===== src/rtl/atd_detector_if.sv =====
// Signal bundle between the ATD pins and the edge detector.
// The master drives the raw ATD lines; the slave (the detector) returns the strobe and bit.
interface atd_detector_if;
  logic ATD_clk;
  logic ATD_data;
  logic ATD_shift_enable;
  logic ATD_bit;

  modport master (
    output ATD_clk,
    output ATD_data,
    input  ATD_shift_enable,
    input  ATD_bit
  );

  modport slave (
    input  ATD_clk,
    input  ATD_data,
    output ATD_shift_enable,
    output ATD_bit
  );
endinterface


===== src/rtl/atd_detector.sv =====
// ATD link front end: synchronizes ATD_clk/ATD_data, glitch-filters the clock and emits a
// one-cycle shift strobe with the data bit sampled on each qualified rising edge.
module atd_detector #(
  parameter int unsigned SYNC_STAGES = 2,
  parameter int unsigned FILTER_LEN  = 1
) (
  input  logic          clk,
  input  logic          n_rst,
  atd_detector_if.slave atd
);

  localparam int unsigned CntW = $clog2(FILTER_LEN) + 1;
  localparam logic [CntW-1:0] CntLast = CntW'(FILTER_LEN - 1);

  logic [SYNC_STAGES-1:0] clk_sync_q;
  logic [SYNC_STAGES-1:0] data_sync_q;
  logic [CntW-1:0]        cnt_q, cnt_d;
  logic                   flt_q;
  logic                   flt_d;
  logic                   shift_en_q;
  logic                   bit_q;
  logic                   sc;
  logic                   sd;
  logic                   rise;

  assign sc = clk_sync_q[SYNC_STAGES-1];
  assign sd = data_sync_q[SYNC_STAGES-1];

  // flt_d is the current filtered level; flt_q is its one-cycle-delayed copy (prev).
  // Using the combinational level keeps FILTER_LEN=1 free of any added latency.
  always_comb begin
    cnt_d = cnt_q;
    flt_d = flt_q;
    if (sc == flt_q) begin
      cnt_d = '0;
    end else if (cnt_q >= CntLast) begin
      flt_d = sc;
      cnt_d = '0;
    end else begin
      cnt_d = cnt_q + 1'b1;
    end
  end

  assign rise = flt_d & ~flt_q;

  always_ff @(posedge clk) begin
    if (n_rst) begin
      clk_sync_q  <= '0;
      data_sync_q <= '0;
      cnt_q       <= '0;
      flt_q       <= 1'b0;
      shift_en_q  <= 1'b0;
      bit_q       <= 1'b0;
    end else begin
      clk_sync_q  <= {clk_sync_q[SYNC_STAGES-2:0], atd.ATD_clk};
      data_sync_q <= {data_sync_q[SYNC_STAGES-2:0], atd.ATD_data};
      cnt_q       <= cnt_d;
      flt_q       <= flt_d;
      shift_en_q  <= rise;
      if (rise) begin
        bit_q <= sd;
      end
    end
  end

  assign atd.ATD_shift_enable = shift_en_q;
  assign atd.ATD_bit          = bit_q;

endmodule


===== src/flat_wrapper.sv =====
// flat-port wrapper written by rule: the top's interface ports become plain ports
module atd_detector_flat 
#(
  parameter int unsigned SYNC_STAGES = 2,
  parameter int unsigned FILTER_LEN  = 1
)
  (clk, n_rst, atd_ATD_clk, atd_ATD_data, atd_ATD_shift_enable, atd_ATD_bit);
  atd_detector_if atd_i ();
  input  logic clk;
  input  logic n_rst;
  input wire logic [$bits(atd_i.ATD_clk)-1:0] atd_ATD_clk;
  input wire logic [$bits(atd_i.ATD_data)-1:0] atd_ATD_data;
  output wire logic [$bits(atd_i.ATD_shift_enable)-1:0] atd_ATD_shift_enable;
  output wire logic [$bits(atd_i.ATD_bit)-1:0] atd_ATD_bit;
  assign atd_i.ATD_clk = atd_ATD_clk;
  assign atd_i.ATD_data = atd_ATD_data;
  assign atd_ATD_shift_enable = atd_i.ATD_shift_enable;
  assign atd_ATD_bit = atd_i.ATD_bit;
  atd_detector #(.SYNC_STAGES(SYNC_STAGES), .FILTER_LEN(FILTER_LEN)) u_core (.clk(clk), .n_rst(n_rst), .atd(atd_i));
endmodule

===== config.mk =====
export PLATFORM = sky130hd
export DESIGN_NAME = atd_detector_flat
export DESIGN_NICKNAME = d
export VERILOG_FILES = /design/src/rtl/atd_detector_if.sv /design/src/rtl/atd_detector.sv /design/src/flat_wrapper.sv
export SDC_FILE = /design/constraint.sdc
export NUM_CORES = 1
export LEC_CHECK = 0
export CAP_MARGIN = 20
export CORE_AREA = 2 2 39 41
export DETAILED_ROUTE_END_ITERATION = 8
export DIE_AREA = 0 0 41 43
export DONT_BUFFER_PORTS = 1
export PLACE_DENSITY = 0.37
export REMOVE_ABC_BUFFERS = 1
export SYNTH_ARGS = -nofsm -noshare
export SYNTH_HDL_FRONTEND = slang
export SYNTH_SLANG_ARGS = --single-unit

===== constraint.sdc =====
create_clock -name clk -period 1.63 [get_ports clk]
set_input_delay 0.489 -clock clk [delete_from_list [all_inputs] [get_ports clk]]
set_output_delay 0.489 -clock clk [all_outputs]
set_load 0.01 [all_outputs]

After elaboration in Yosys (flattened, before gate mapping)
Cells that the tools add are included.

Add/subtract/negate cells: 1. Order comparisons: 1. Equality and inequality tests: 1. Multiplexer cells: 2. Bitwise logic cells: 2. Reductions and logical operators: 1.

Operators with widths (number): 3-bit OR reduction (1); 1-bit 2-to-1 mux (2); 1-bit adder, second input constant (1); 1-bit bitwise AND (1); 1-bit == test (1); 1-bit >= comparator, second input constant (1); 1-bit NOT (1).

Register bits after elaboration: 8. Input bits: 4. Output and inout bits: 2. Logic and storage cells: 14.

Longest topological paths before layout
Word-level depth: 4. Gate-level depth with buffers: 2. Depth with buffers taken out: 2.

Worst setup path before layout
Ideal clock, no wire load.

Path kind: reg2out. Start: reg u_core.bit_q, in the netlist u_core.atd.ATD_bit. End: out atd_ATD_bit. Arrival time: 0.347 ns. Data required time: 1.141 ns. Path slack: 0.794 ns. Stages on the path, launching flop included: 1. Path buffers: 0. Path through: dfxtp_1.

RTL lines: start, declared (line atd_detector.sv:21) `logic bit_q;`; start signal, assigned (line atd_detector.sv:53) `bit_q <= 1'b0;`; start signal, assigned (line atd_detector.sv:61) `bit_q <= sd;`; end, declared (line flat_wrapper.sv:14) `output wire logic [$bits(atd_i.ATD_bit)-1:0] atd_ATD_bit;`.

No word-level cell between the ends.

Worst setup path after layout
Start: reg u_core.bit_q, in the netlist u_core.atd.ATD_bit. End: out atd_ATD_bit.

No word-level cell between the ends.

==> out/qor.csv <==
stage,metric,value,unit
status,outcome,"complete, no violations",
setup_path,critPathLaunch,u_core.atd.ATD_bit$_SDFFE_PP0P_,
finish,final_core_util,18.9,%
floorplanning,coreArea,0.00138,mm^2
routing,final_antenna_net_count,0,
floorplanning,rows,14,
synthesis,synth_area_leaders,"dfxtp_1 65%, and2b_1 17%, nand4bb_1 5.2%, nor2b_2 4.1%, nand2b_1 2.9%",
setup_path,critPathRequiredTime,1.14,ns
floorplanning,ioPinCount,6,
setup_path,worst_r2r_endpoint,u_core.atd.ATD_shift_enable$_SDFF_PP0_,
clocking,ctsLongestPathBuffers,2,
routing,drtIter0Drc,0,
clocking,cts_root_buf,clkbuf_4,
worst_hold_path,hold_class,in2reg,
global_routing,grt_pass1_wl,517,um
synthesis,synth.most_common_cell,dfxtp_1,
power_and_ir_drop,ir_drop,0.000621,V
timing,hold_ws,0.305,ns
timing,min_period,1.11,ns
routing,viasPerCell,3.35,
setup_path,critical_path_class,reg2out,
synthesis,synth_area,215,um^2
clocking,cts_inserted_buffers,3,
clocking,holdBufCountCts,0,
timing,rsz0062_at_grt,no,
clocking,cts_tree,yes,
routing,wirelength,264,um
floorplanning,start_util,15.6,%
synthesis,netlist_instances,17,
routing,vias,124,
global_routing,grt_pass1_vias,145,
power_and_ir_drop,powerDensity,1310,mW/mm^2
routing,drc_errors,0,
synthesis,synth_edf_count,0,
finish,diodes,0,
synthesis,yosys-top-cells-count,"7 x dfxtp_1, 5 x and2b_1",
placement,gp_congestion,0.541,
timing,max_slew_margin,90.8,%
setup_path,end_kind,primary output,
finish,nets,26,
floorplanning,die_height,43,um
routing,wl_per_cell,7.14,um
routing,drtPass1Iterations,1,
timing,setup_viol,0,
finish,drive_above_1_share,19.0,%
placement,pre_cts_ws,0.779,ns
synthesis,synthDominantCellAreaShare,65.1,%
worst_hold_path,hold_path_end,u_core.data_sync_q[1]$_SDFF_PP0_,
synthesis,ys_warn_count,0,
timing,clock.fmax,902,MHz
power_and_ir_drop,p_total,342,uW
clocking,cts_max_level,1,
worst_hold_path,hold_depth,1,
synthesis,yosysUniqueCellTypes,7,
timing,final.setup.tns,0,ns
global_routing,antenna_found_initial,0,
setup_path,reg2reg_from,u_core.clk_sync_q[1]$_SDFF_PP0_,
synthesis,yosysTopAreaCell,dfxtp_1,
timing,worstMarginPinSlew,0.138,ns
synthesis,ys_ff_latch,7,
global_routing,gr-usage-all-layers,5.14,%
setup_path,r2r_slack,0.92,ns
clocking,clk_pin_slew_worst_paths,0.05,ns
clocking,ctsResizeCount,0,
timing,hold_viol,0,
timing,drv_slew,0,
timing,skew,0.00158,ns
synthesis,yosysSeqAreaShare,65.1,%
synthesis,synth-main-ff-cell,dfxtp_1,
placement,io_buffers,0,
global_routing,grt.overflow.total,0,
clocking,clk_latency,0.25,ns
flow_run,cap_violations,0,
synthesis,async_flop_share,0,%
finish,area_delta_synth_final,21.5,%
global_routing,grt_max_degree,9,
setup_path,start_kind,flip-flop,
clocking,numClockSinks,7,
setup_path,arrival,0.62,ns
timing,period_share,68.0,%
clocking,post_cts_buffers,0,
timing,setup_slack,0.521,ns
setup_path,crit_fanout,2,
worst_hold_path,min_from,n_rst,
floorplanning,die_area,0.00176,mm^2
setup_path,rr_worst_depth,2,
power_and_ir_drop,leakage,0.000112,uW
floorplanning,die_w,41,um
synthesis,synth_area_per_cell,12.7,um^2
-- state kept, by name, summed over array words and instances, names as in the netlist --
| register | count |
|---|---|
| u_core.atd.ATD_shift_enable | 1 |
| u_core.clk_sync_q | 2 |
| u_core.atd.ATD_bit | 1 |
| u_core.data_sync_q | 2 |
| u_core.flt_q | 1 |
-- layout make-up --
type                       count  area (um^2)
sequential                     7          140
multi-input combinational     10         75.1
tap                           16         20.0
clock buffer                   4         26.3
fill                         152         1120
-- worst register-to-register path: stages (launching register included) --
cell,delay [ns]
dfxtp_1,0.31
nor2b_2,0.15
and2b_1,0.14
-- layer usage --
metal  track usage (%)  vias to the layer above  share of wire [%]
li1                  -                       62                  -
met1              3.90                       52                 40
met2              6.56                       10                 35
met3              9.42                        0                 25
met4                 0                        0                  0
met5                 0                        -                  0
-- how the worst max path moves through the flow --
stage	depth (start not counted)	to
floorplan	0	atd_ATD_bit
global placement	0	atd_ATD_bit
detailed placement	0	atd_ATD_bit
CTS	0	atd_ATD_bit
global route	0	atd_ATD_bit
finish	0	atd_ATD_bit
-- logic make-up after synthesis --
| family | after synthesis | synth area share, % |
|---|---|---|
| flops | 7 | 65.1 |
| simple gates | 9 | 32.6 |
| compound gates | 1 | 2.32 |
-- through the flow --
step	area, um^2	std cells
detailed placement	235	33
floorplan	215	17
CTS	262	37
finish	262	37
global placement	235	33
global route	262	37
-- report_power, final --
group          leakage (uW)  switching (uW)  internal [uW]  total [uW]
combinational     0.0000394            1.66           5.92        7.58
clock             0.0000150            61.2           93.2         154
sequential        0.0000574            2.46            178         180
total              0.000112            65.3            277         342
-- cell usage in the layout (no fill, tap or decap), drive strengths merged --
cell type / netlist / routed
nand2b: 1 / 1
nand4bb: 1 / 1
clkbuf: 0 / 4
o21ai: 1 / 1
nor2b: 2 / 2
and2b: 5 / 5
dfxtp: 7 / 7
Note: power is estimated with default switching activity, not from simulation.
